[src/rtl/trigger_pkg.sv]
// rtl/trigger_pkg.sv - shared state encoding and sizing helper for the trigger sequencer
package trigger_pkg;

  typedef enum logic [1:0] {
    IDLE  = 2'd0,
    ARMED = 2'd1,
    FIRED = 2'd2,
    DELAY = 2'd3
  } trig_state_e;

  // Width of a stage index; a single-stage build still needs one bit.
  function automatic int stage_idx_w(input int n);
    return (n <= 1) ? 1 : $clog2(n);
  endfunction

endpackage

[src/rtl/trigger_stage_match.sv]
// rtl/trigger_stage_match.sv - combinational level/edge match for one trigger stage
module trigger_stage_match #(
  parameter int SAMPLE_WIDTH = 8
) (
  input  logic                    valid,
  input  logic [SAMPLE_WIDTH-1:0] data_in,
  input  logic [SAMPLE_WIDTH-1:0] prev_sample,
  input  logic                    prev_ok,
  input  logic [SAMPLE_WIDTH-1:0] level_mask,
  input  logic [SAMPLE_WIDTH-1:0] level_value,
  input  logic [SAMPLE_WIDTH-1:0] rise,
  input  logic [SAMPLE_WIDTH-1:0] fall,
  output logic                    match
);

  logic [SAMPLE_WIDTH-1:0] edge_sel;
  logic [SAMPLE_WIDTH-1:0] ch_ok;
  logic                    level_ok;
  logic                    edge_ok;

  // AND of level compare and per-channel edge terms; a channel with both
  // rise and fall selected accepts either transition.
  always_comb begin
    edge_sel = rise | fall;
    ch_ok    = ~edge_sel
             | (rise & ~prev_sample &  data_in)
             | (fall &  prev_sample & ~data_in);
    level_ok = ((data_in ^ level_value) & level_mask) == '0;
    // Without a valid previous sample no edge can be claimed.
    edge_ok  = (&ch_ok) & (prev_ok | ~(|edge_sel));
    match    = valid & level_ok & edge_ok;
  end

endmodule

[src/rtl/trigger_sequencer.sv]
// rtl/trigger_sequencer.sv - multi-stage trigger sequencer; optional post-trigger delay via TRIGGER_SEQ_DELAY_EN
module trigger_sequencer
  import trigger_pkg::*;
#(
  parameter int SAMPLE_WIDTH = 8,
  parameter int STAGES       = 4,
  parameter int COUNT_WIDTH  = 16
) (
  input  logic                           clock,
  input  logic                           reset_n,
  input  logic                           valid,
  input  logic [SAMPLE_WIDTH-1:0]        dataIn,
  input  logic                           arm,
  input  logic                           cfg_we,
  input  logic [stage_idx_w(STAGES)-1:0] cfg_stage,
  input  logic [SAMPLE_WIDTH-1:0]        cfg_level_mask,
  input  logic [SAMPLE_WIDTH-1:0]        cfg_level_value,
  input  logic [SAMPLE_WIDTH-1:0]        cfg_rise,
  input  logic [SAMPLE_WIDTH-1:0]        cfg_fall,
  input  logic [COUNT_WIDTH-1:0]         cfg_count,
  input  logic [stage_idx_w(STAGES)-1:0] cfg_last_stage,
`ifdef TRIGGER_SEQ_DELAY_EN
  input  logic [COUNT_WIDTH-1:0]         cfg_delay,
`endif
  output logic                           armed,
  output logic [stage_idx_w(STAGES)-1:0] stage,
  output logic                           run,
  output logic                           triggered
);

  localparam int STAGE_IDX_W = stage_idx_w(STAGES);

  logic [SAMPLE_WIDTH-1:0] lvl_mask_q  [STAGES];
  logic [SAMPLE_WIDTH-1:0] lvl_value_q [STAGES];
  logic [SAMPLE_WIDTH-1:0] rise_q      [STAGES];
  logic [SAMPLE_WIDTH-1:0] fall_q      [STAGES];
  logic [COUNT_WIDTH-1:0]  count_q     [STAGES];
  logic [STAGE_IDX_W-1:0]  last_q;

  trig_state_e             state_q, state_d;
  logic [STAGE_IDX_W-1:0]  stage_q, stage_d;
  logic [COUNT_WIDTH-1:0]  cnt_q, cnt_d;
  logic                    prev_ok_q, prev_ok_d;
  logic                    run_q, run_d;
  logic                    trig_q, trig_d;
  logic [SAMPLE_WIDTH-1:0] prev_sample_q;
  logic                    stage_match;
  logic                    cfg_ok;

`ifdef TRIGGER_SEQ_DELAY_EN
  logic [COUNT_WIDTH-1:0]  delay_q;
  logic [COUNT_WIDTH-1:0]  dleft_q, dleft_d;
`endif

  // Configuration is frozen while a sequence is in progress.
  assign cfg_ok = cfg_we && (state_q == IDLE || state_q == FIRED);

  // Stage configuration table and final-stage index.
  always_ff @(posedge clock or negedge reset_n) begin
    if (!reset_n) begin
      for (int i = 0; i < STAGES; i++) begin
        lvl_mask_q[i]  <= '0;
        lvl_value_q[i] <= '0;
        rise_q[i]      <= '0;
        fall_q[i]      <= '0;
        count_q[i]     <= '0;
      end
      last_q <= '0;
`ifdef TRIGGER_SEQ_DELAY_EN
      delay_q <= '0;
`endif
    end else if (cfg_ok) begin
      if (int'(cfg_stage) < STAGES) begin
        lvl_mask_q[cfg_stage]  <= cfg_level_mask;
        lvl_value_q[cfg_stage] <= cfg_level_value;
        rise_q[cfg_stage]      <= cfg_rise;
        fall_q[cfg_stage]      <= cfg_fall;
        count_q[cfg_stage]     <= cfg_count;
      end
      if (int'(cfg_last_stage) >= STAGES) begin
        last_q <= STAGE_IDX_W'(STAGES - 1);
      end else begin
        last_q <= cfg_last_stage;
      end
`ifdef TRIGGER_SEQ_DELAY_EN
      delay_q <= cfg_delay;
`endif
    end
  end

  // Previous sample for edge detection, refreshed on every valid cycle.
  always_ff @(posedge clock or negedge reset_n) begin
    if (!reset_n) begin
      prev_sample_q <= '0;
    end else if (valid) begin
      prev_sample_q <= dataIn;
    end
  end

  trigger_stage_match #(
    .SAMPLE_WIDTH(SAMPLE_WIDTH)
  ) u_match (
    .valid       (valid),
    .data_in     (dataIn),
    .prev_sample (prev_sample_q),
    .prev_ok     (prev_ok_q),
    .level_mask  (lvl_mask_q[stage_q]),
    .level_value (lvl_value_q[stage_q]),
    .rise        (rise_q[stage_q]),
    .fall        (fall_q[stage_q]),
    .match       (stage_match)
  );

  // Sequencer state register.
  always_ff @(posedge clock or negedge reset_n) begin
    if (!reset_n) begin
      state_q   <= IDLE;
      stage_q   <= '0;
      cnt_q     <= '0;
      prev_ok_q <= 1'b0;
      run_q     <= 1'b0;
      trig_q    <= 1'b0;
`ifdef TRIGGER_SEQ_DELAY_EN
      dleft_q   <= '0;
`endif
    end else begin
      state_q   <= state_d;
      stage_q   <= stage_d;
      cnt_q     <= cnt_d;
      prev_ok_q <= prev_ok_d;
      run_q     <= run_d;
      trig_q    <= trig_d;
`ifdef TRIGGER_SEQ_DELAY_EN
      dleft_q   <= dleft_d;
`endif
    end
  end

  // Next-state: arm wins over everything; otherwise count matches and walk stages.
  always_comb begin
    state_d   = state_q;
    stage_d   = stage_q;
    cnt_d     = cnt_q;
    prev_ok_d = prev_ok_q;
    run_d     = run_q;
    trig_d    = trig_q;
`ifdef TRIGGER_SEQ_DELAY_EN
    dleft_d   = dleft_q;
`endif
    if (arm) begin
      state_d   = ARMED;
      stage_d   = '0;
      cnt_d     = '0;
      prev_ok_d = 1'b0;
      run_d     = 1'b0;
      trig_d    = 1'b0;
    end else begin
      if (valid) begin
        prev_ok_d = 1'b1;
      end
      // run has now been seen alongside a valid sample.
      if (run_q && valid) begin
        run_d = 1'b0;
      end
      case (state_q)
        ARMED: begin
          if (stage_match) begin
            if (cnt_q != count_q[stage_q]) begin
              cnt_d = cnt_q + COUNT_WIDTH'(1);
            end else if (stage_q == last_q) begin
              trig_d = 1'b1;
`ifdef TRIGGER_SEQ_DELAY_EN
              if (delay_q != '0) begin
                state_d = DELAY;
                dleft_d = delay_q;
              end else begin
                state_d = FIRED;
                run_d   = 1'b1;
              end
`else
              state_d = FIRED;
              run_d   = 1'b1;
`endif
            end else begin
              stage_d = stage_q + STAGE_IDX_W'(1);
              cnt_d   = '0;
            end
          end
        end
`ifdef TRIGGER_SEQ_DELAY_EN
        DELAY: begin
          if (valid) begin
            if (dleft_q == COUNT_WIDTH'(1)) begin
              state_d = FIRED;
              run_d   = 1'b1;
            end else begin
              dleft_d = dleft_q - COUNT_WIDTH'(1);
            end
          end
        end
`endif
        default: ;
      endcase
    end
  end

  assign armed     = (state_q == ARMED);
  assign stage     = stage_q;
  assign run       = run_q;
  assign triggered = trig_q;

endmodule

[config.mk]
export PLATFORM = sky130hd
export DESIGN_NAME = trigger_sequencer
export DESIGN_NICKNAME = d
export VERILOG_FILES = /design/src/rtl/trigger_pkg.sv /design/src/rtl/trigger_stage_match.sv /design/src/rtl/trigger_sequencer.sv
export SDC_FILE = /design/constraint.sdc
export NUM_CORES = 1
export LEC_CHECK = 0
export ABC_AREA = 1
export CAP_MARGIN = 20
export CORE_MARGIN = 3
export CORE_UTILIZATION = 50
export DETAILED_ROUTE_END_ITERATION = 8
export GPL_ROUTABILITY_DRIVEN = 0
export PLACE_DENSITY_LB_ADDON = 0.15
export SETUP_SLACK_MARGIN = 0.3
export SLEW_MARGIN = 10
export SYNTH_ARGS = -nofsm -noshare
export SYNTH_HDL_FRONTEND = slang
export SYNTH_HIERARCHICAL = 1
export SYNTH_SLANG_ARGS = --single-unit
[constraint.sdc]
create_clock -name clock -period 3.6 [get_ports clock]
set_input_delay 0.72 -clock clock [delete_from_list [all_inputs] [get_ports clock]]
set_output_delay 0.72 -clock clock [all_outputs]
set_load 0.1 [all_outputs]
# Word level (Yosys, flattened, before mapping)
# Cells that the tools add are included.
totals:
  register_bits: 225
  elab_cells: 126
  out_inout_bits: 5
  in_bits: 65
op_classes:
  eq_ne: 7
  n_reduce_logical: 15
  muxes: 52
  magnitude_cmp: 3
  addsub: 2
  bitwise: 19
ops:
  columns: ["cell", "count"]
  rows:
  - ["32-bit bitwise mux", 4]
  - ["16-bit 2-to-1 mux", 8]
  - ["8-bit 2-to-1 mux", 9]
  - ["8-bit binary-select mux with 2-bit select", 4]
  - ["64-bit bitwise mux", 1]
  - ["8-bit bitwise AND", 5]
  - ["16-bit binary-select mux with 2-bit select", 1]
  - ["16-bit demux with 2-bit select", 1]
  - ["8-bit inverter", 3]
  - ["8-bit OR", 3]
  - ["2-bit 2-to-1 mux", 10]
  - ["16-bit by 1-bit adder with 16-bit output, second input constant", 1]
  - ["8-bit demux with 2-bit select", 1]
  - ["16-bit inequality test", 1]
  - ["1-bit 2-to-1 mux", 13]
  - ["8-bit zero test", 1]
  - ["4-bit AND reduction", 2]
  - ["8-bit AND reduction", 1]
  - ["2-bit nonzero test", 4]
  - ["8-bit OR reduction", 1]
  - ["8-bit XOR", 1]
  - ["3-bit >= comparator, second input constant", 2]
  - ["2-bit inverter with 3-bit output", 2]
  - ["2-bit inequality test, second input constant", 2]
  - ["other kinds (13)", 17]

# Depth between registers and ports, before layout
# Gate-level depths: netlist (run 1).
logic_depth:
  depth_word: 14
  ltp_mapped: 21
  depth_no_buf: 17

# Cells and area by module
# The synthesis (run 1) kept the hierarchy.
by_module_without_submodules:
  columns: ["mod", "n_inst", "cells_per_inst", "area_per_inst_um2", "seq_area_each_um2"]
  rows:
  - ["trigger_sequencer", 1, 1259, 10232.3, 5605.4]
  - ["trigger_stage_match", 1, 98, 452.9, 0.0]

# Worst setup path before layout (run 1)
# No wires, ideal clock.
synth_path:
  path_type: "flip-flop to flip-flop"
  start: "register stage_q[0] (netlist: stage[0])"
  end: "register cnt_q[6]"
  path_slack_ns: 0.289
  t_required_ns: 3.474
  t_arrival_ns: 3.185
  setup_ns: 0.126
  stages_incl_launch_ff: 21
  period_less_slack_ns: 3.311
  path_buffers: 5
  cell_sequence: "dfrtp_1 -> buf_4 -> buf_6 -> clkbuf_1 -> clkbuf_1 -> nor2_1 -> o22ai_1 -> nand2_1 -> nand3_1 -> nand2_1 -> inv_1 -> nand2_1 -> nor2_1 -> nand2_1 -> nor2_2 -> nand2_1 -> nand2_1 -> nand2_2 -> buf_6 -> nand2_1 -> o21ai_0"
synth_between:
  elab_chain_len: 13
  elab_cells_between_ends: 43
  cone_classes: "eq/ne: 3; mux: 19; bitwise: 16; reduce/logical: 5"
synth_rtl:
  columns: ["item", "line_no", "source"]
  rows:
  - ["start, declared", "trigger_sequencer.sv:41", "logic [STAGE_IDX_W-1:0] stage_q, stage_d;"]
  - ["start signal, assigned", "trigger_sequencer.sv:128", "stage_q <= stage_d;"]
  - ["2-bit inverter with 3-bit output (not written as such) *", null, null]
  - ["8-bit binary-select mux with 2-bit select, on equally long branches", "trigger_sequencer.sv:109, trigger_sequencer.sv:110", null]
  - ["8-bit 2-to-1 mux, on equally long branches (2 in a row)", "trigger_sequencer.sv:109, trigger_sequencer.sv:110", null]
  - ["8-bit bitwise AND or 8-bit OR (tied branches)", "trigger_stage_match.sv:26, trigger_stage_match.sv:24", null]
  - ["8-bit bitwise AND or 8-bit inverter (tied branches)", "trigger_stage_match.sv:26, trigger_stage_match.sv:25", null]
  - ["8-bit OR", "trigger_stage_match.sv:26", "| (rise & ~prev_sample & data_in)"]
  - ["8-bit OR", "trigger_stage_match.sv:27", "| (fall & prev_sample & ~data_in);"]
  - ["8-bit AND reduction", "trigger_stage_match.sv:30", "edge_ok = (&ch_ok) & (prev_ok | ~(|edge_sel));"]
  - ["1-bit bitwise AND", "trigger_stage_match.sv:30", null]
  - ["1-bit bitwise AND *", "trigger_stage_match.sv:31", "match = valid & level_ok & edge_ok;"]
  - ["named net stage_match", "trigger_sequencer.sv:47", "logic stage_match;"]
  - ["2-bit nonzero test (no source line) *", null, null]
  - ["3-bit AND reduction (no source line) *", null, null]
  - ["end signal, assigned", "trigger_sequencer.sv:129", "cnt_q <= cnt_d;"]
  - ["end, declared", "trigger_sequencer.sv:42", "logic [COUNT_WIDTH-1:0] cnt_q, cnt_d;"]
# Mark *: on every way through the listed nets, which the timed path passes. The rest lies on a longest branch. The select of a mux whose other input is x is not followed.
# A chain may end at the register's enable or synchronous reset.

# Final worst setup path (run 1)
layout_path:
  start: "register stage_q[1] (netlist: stage[1])"
  end: "register cnt_q[8]"
# Same word-level chain as after synthesis.

==> results of run 1 <==
cell usage after synthesis:
library cell    n  area (µm²)
nand4_1         7        43.8
buf_1          10        37.5
nand3_1        83         415
nor2_2          1        6.26
xnor2_1         3        26.3
clkbuf_1       53         199
or2_0           1        6.26
xor2_1         12         105
buf_6           6        67.6
dfrtp_1       224        5610
nor3_1          4        20.0
o22ai_1        32         200
nor2_4          2        22.5
a21oi_2         1        8.76
inv_1          93         349
nor2_1        104         390
inv_2           2        7.51
a21oi_1         2        10.0
ha_1            1        12.5
nand2_2         2        12.5
mux2_2          2        22.5
nand3_2         1        10.0
clkinv_1        2        7.51
o21ai_0       257        1290
o21ai_1        13        65.1
nand2_1       407        1530
nand3b_1       22         165
buf_4           2        15.0
buf_2           8        40.0
layout make-up:
class                      count  area share
tap                          270      0.0271
clock inverter                14      0.0182
clock buffer                  29      0.0530
inverter                      97      0.0292
timing repair buffer          88      0.0705
sequential                   224       0.450
multi-input combinational    957       0.352
metrics by stage:
step | total power (µW) | hold WS, ns | cell area, µm² | worst slack [ns]
2_1_floorplan | 3450 | 0.424 | 10700 | 0.524
3_3_place_gp | 3780 | 0.462 | 11600 | 0.710
6_report | 6500 | 0.228 | 12500 | 0.670
4_1_cts | 6550 | 0.262 | 12500 | 0.664
3_5_place_dp | 3800 | 0.468 | 11600 | 0.684
5_1_grt | 6800 | 0.271 | 12500 | 0.339
flip-flops by register name, summed over array words and instances (netlist names), 8 cells and up:
signal         flops
count_q           64
cnt_q             16
rise_q            32
fall_q            32
lvl_mask_q        32
prev_sample_q      8
lvl_value_q       32
worst paths after layout:
check                           endpoint  cells after the start           from
min reg2reg                lvl_mask_q[9]                      2  lvl_mask_q[9]
min in group clock         lvl_mask_q[9]                      2  lvl_mask_q[9]
max in group asynchronous       cnt_q[7]                      2        reset_n
max reg2reg                     cnt_q[8]                     14       stage[1]
min                          count_q[18]                      1        reset_n
max                             cnt_q[8]                     14       stage[1]
layer usage:
| metal | share of wire | vias to the layer above | track usage |
|---|---|---|---|
| li1 | - | 4478 | - |
| met1 | 0.45 | 4310 | 0.313 |
| met2 | 0.49 | 179 | 0.395 |
| met3 | 0.036 | 49 | 0.0281 |
| met4 | 0.023 | 0 | 0.0586 |
| met5 | 0 | - | 0 |
power by group through the flow:
stage	clock, µW	sequential, µW	combinational, µW
floorplan	0	2780	670
global placement	0	2780	999
detailed placement	0	2790	1010
CTS	2790	2740	1020
global route	2900	2760	1150
finish	2740	2740	1010
logic make-up (layout without fill, tap and decap cells):
| logic type | after synthesis | after routing | share of synthesized area |
|---|---|---|---|
| AOI/OAI and AO/OA | 305 | 305 | 0.147 |
| buffers and inverters | 176 | 228 | 0.0677 |
| and+or+nand+nor | 634 | 634 | 0.245 |
| muxes | 2 | 2 | 0.00211 |
| DFF | 224 | 224 | 0.525 |
| xor gates and xnor gates | 15 | 15 | 0.0123 |
| adders and majority gates | 1 | 1 | 0.00117 |
==> results.ini, run 1 <==
[sta]
slew_viol_final=0
fin_crit_ns=2.93
fin_skew_ns=0.00739
tightest_slew_ns=0.990
slew_headroom=0.340
tns_ns=0
max_freq_ghz=0.341
finalHoldViolations=0
rsz0062_at_grt=no
finalSetupViolCount=0
fin_crit_sh=0.814

[floorplanning]
start_util=0.518
ios=70
placementRows=52
die_x_um=152
fp.dieArea_um2=23200
coreArea_um2=20600
die_h_um=152

[grt]
grt_max_degree=102
globalRouteOverflowTotal=0
antenna_found_initial=0
grt_first_pass_wirelength_um=44900
track_usage=0.230
grt_pass1_vias=8756

[routing]
drc=0
routed_wl_um=26500
vias=9016
drt_iter0_drc=600
routedWlPerCell_um=15.8
viasPerCell=5.37
first_pass_iters=5
drtAntennaViolNets=0

[clock_tree]
clockBufferDepth=3
cts_buffers=24
cts_resized=0
cts_setup_buffers=0
tritoncts=yes
h-tree-depth=1
cts_root_buffer=clkbuf_16
cts.sinks=224
clk_latency_ns=0.51
clkTransAtPathRegs_ns=0.06
cts_hold_buf=0

[critical_path]
crit_required_ns=3.98
startpoint_type=flip-flop
worstPathCellList=buf_4, o21ai_0, o22ai_1, nand3_1, nand3b_1, nand3_1, nor2_1, nand2_1, nor2_2, nand2_1, nand2_1, nand2_2, nand2_1, o21ai_1
crit_slowest_cell=dfrtp_2
end_kind=flip-flop
crit_buf_inv=1
r2r_setup_slack_ns=0.67
crit_type=flip-flop to flip-flop
crit_fanout=30
cpPeakStageDelay_ns=0.61
cp.arrival_ns=3.31
cp_top_family=simple AND/OR/NAND/NOR gates
crit_top_cell=nand2_1

[final_layout]
layout.cells.non_filler=1679
multi_input_area_um2=4390
final_cell_mix=nand2_1, o21ai_0, dfrtp_1
fin_util=0.604
syn_to_final_growth_pct=16.6
final_common_cell=nand2_1
layout.nets=1458
final_layout_size_suffix_gt1_frac=0.0582
regArea_um2=5610
insertedDiodeCount=0
fill_cells=1854

[logic_synthesis]
syn-num-nets=1423
synth.distinct_cells=29
syn_area_um2=10700
yosysWarnings=6
netlist_instances=1357
ys_seq_area_frac=0.525
yosys_register_bits=224
postSynthAreaPerCell_um2=7.87

[pwr]
pwr-share-clk=0.422
power_frac_comb=0.156
p_switching_uw=1730
p_int_uw=4760
switching_share=0.267
powerDensity_nw_per_um2=521
power_frac_seq=0.422
peakVddDrop_mv=0.347
total_leakage_power_uw=0.00594

[status]
status=complete, no violations

[placed_design]
place_inst=1636
hpwl_um=16500
port_buffers=69

[flow_run]
maxCapViolations=0

[min_path]
min_path_type=input pin to async pin

Note: power is estimated with default switching activity, not from simulation.
==> run 2: changes to the inputs <==
Clock period 3.6 ns to 2.51 ns, I/O delays scaled along.
==> results.ini, run 2 (synthesized netlist as in run 1, its figures left out) <==
[status]
status=finished, violations left
violations=setup timing

[critical_path]
crit_start=stage[0]
startpoint_type=flip-flop
rr_endpoint=cnt_q[10]
reg2reg_depth=18
r2r_setup_slack_ns=-0.07
crit_required_ns=2.92
crit_type=flip-flop to flip-flop
crit_fanout=8
end_kind=flip-flop
cp.arrival_ns=2.99
r2r-start=stage[0]

[sta]
max_freq_ghz=0.387
rsz0062_at_grt=yes
finalHoldViolations=0
slew_viol_final=0
slew_headroom=0.639
setup_ws_ns=-0.0729
tightest_slew_ns=0.542
tns_ns=-0.788
fin_crit_ns=2.58
fin_crit_sh=1.03
finalSetupViolCount=17
fin_skew_ns=0.0273

[floorplanning]
start_util=0.518
ios=70
placementRows=52
coreArea_um2=20600
die_x_um=152
fp.dieArea_um2=23200
die_h_um=152

[clock_tree]
clkTransAtPathRegs_ns=0.06
cts_buffers=25
tritoncts=yes
cts_root_buffer=clkbuf_16
clk_latency_ns=0.53
cts.sinks=224
h-tree-depth=1
clockBufferDepth=3

[final_layout]
fill_cells=1768
insertedDiodeCount=0
final_common_cell=nand2_1
regArea_um2=5610
layout.nets=1491
final_cell_mix=nand2_1, o21ai_0, dfrtp_1
syn_to_final_growth_pct=24.5
max_flop_register=count_q
final_layout_size_suffix_gt1_frac=0.116
multi_input_area_um2=4650
largest_reg_flops=64

[routing]
first_pass_iters=5
vias=9326
drtAntennaViolNets=0
drt_iter0_drc=815
drc=0
routed_wl_um=28600
viasPerCell=5.45
routedWlPerCell_um=16.7

[min_path]
holdPathEnd=lvl_value_q[13]
min_path_type=flip-flop to flip-flop
hold_start=lvl_value_q[13]
min_path_cells=2

[placed_design]
port_buffers=69
hpwl_um=17300

[pwr]
finalPower_uw=9630
peakVddDrop_mv=0.423
total_leakage_power_uw=0.00633
powerDensity_nw_per_um2=724

[grt]
globalRouteOverflowTotal=0
grt_pass1_vias=8723
grt_max_degree=67
grt_first_pass_wirelength_um=46000
track_usage=0.237
antenna_found_initial=0

[flow_run]
maxCapViolations=0

run 2: worst max-delay path, cell delays in order (launching register included):
cell and delay [ns]:
dfrtp_4 0.51, clkinv_8 0.12, buf_8 0.16, buf_16 0.15
nor2_1 0.12, o22ai_2 0.12, nor2_1 0.13, nand2_1 0.08
nor2_1 0.09, nand2_1 0.07, a21oi_2 0.11, nand2_1 0.07
nor2_2 0.15, nand2_2 0.09, nand2_2 0.11, nand2_4 0.11
buf_12 0.16, nand2_1 0.05, o21ai_1 0.08
run 2: repair_timing:
| item | 4_1_cts | 5_1_grt |
|---|---|---|
| endpoints found under the hold margin | 51 | 0 |
| cloned | 2 | 9 |
| resized for setup | 52 | 53 |
| setup endpoints to repair | 21 | 22 |
| pin swaps | 17 | 12 |
| buffers inserted | 0 | 4 |
| hold buffers | 1 | 0 |
run 2: worst max path at each step:
stage | depth (start not counted) | endpoint
final | 18 | cnt_q[10]
after detailed placement | 18 | cnt_q[6]
after global placement | 18 | cnt_q[6]
after floorplan | 19 | cnt_q[6]
after CTS | 18 | cnt_q[10]
after global routing | 17 | cnt_q[14]
run 2: per-stage QoR:
step,cell area (µm²),setup slack (ns),hold slack [ns],std cells,utilization
3_5_place_dp,11800,-0.0541,0.462,1652,0.574
3_3_place_gp,11800,-0.0610,0.460,1652,0.574
6_report,13300,-0.0729,0.481,1710,0.645
2_1_floorplan,10800,-0.110,0.206,1357,-
5_1_grt,13300,-0.183,0.503,1710,0.645
4_1_cts,12900,0.0959,0.483,1697,0.626
run 2: power breakdown:
group	switching [µW]	total, µW	leakage [µW]	internal, µW
Clock	1450	3830	0.000426	2370
Combinational	1090	1860	0.00289	773
Sequential	127	3940	0.00301	3820
run 2: layer usage:
layer | wire length (µm) | global-route usage | vias to the layer above
met4 | 549 | 0.0634 | 0
met3 | 1710 | 0.0395 | 43
met2 | 12700 | 0.348 | 286
met1 | 13700 | 0.367 | 4442
li1 | - | - | 4555
met5 | 0 | 0 | -
run 2: final cells by class:
class	count	area share
clock buffers	33	0.0531
clock inverters	9	0.0114
inverters	97	0.0285
repair buffers	120	0.110
well taps	270	0.0254
multi-input cells	957	0.350
flip-flops and latches	224	0.422
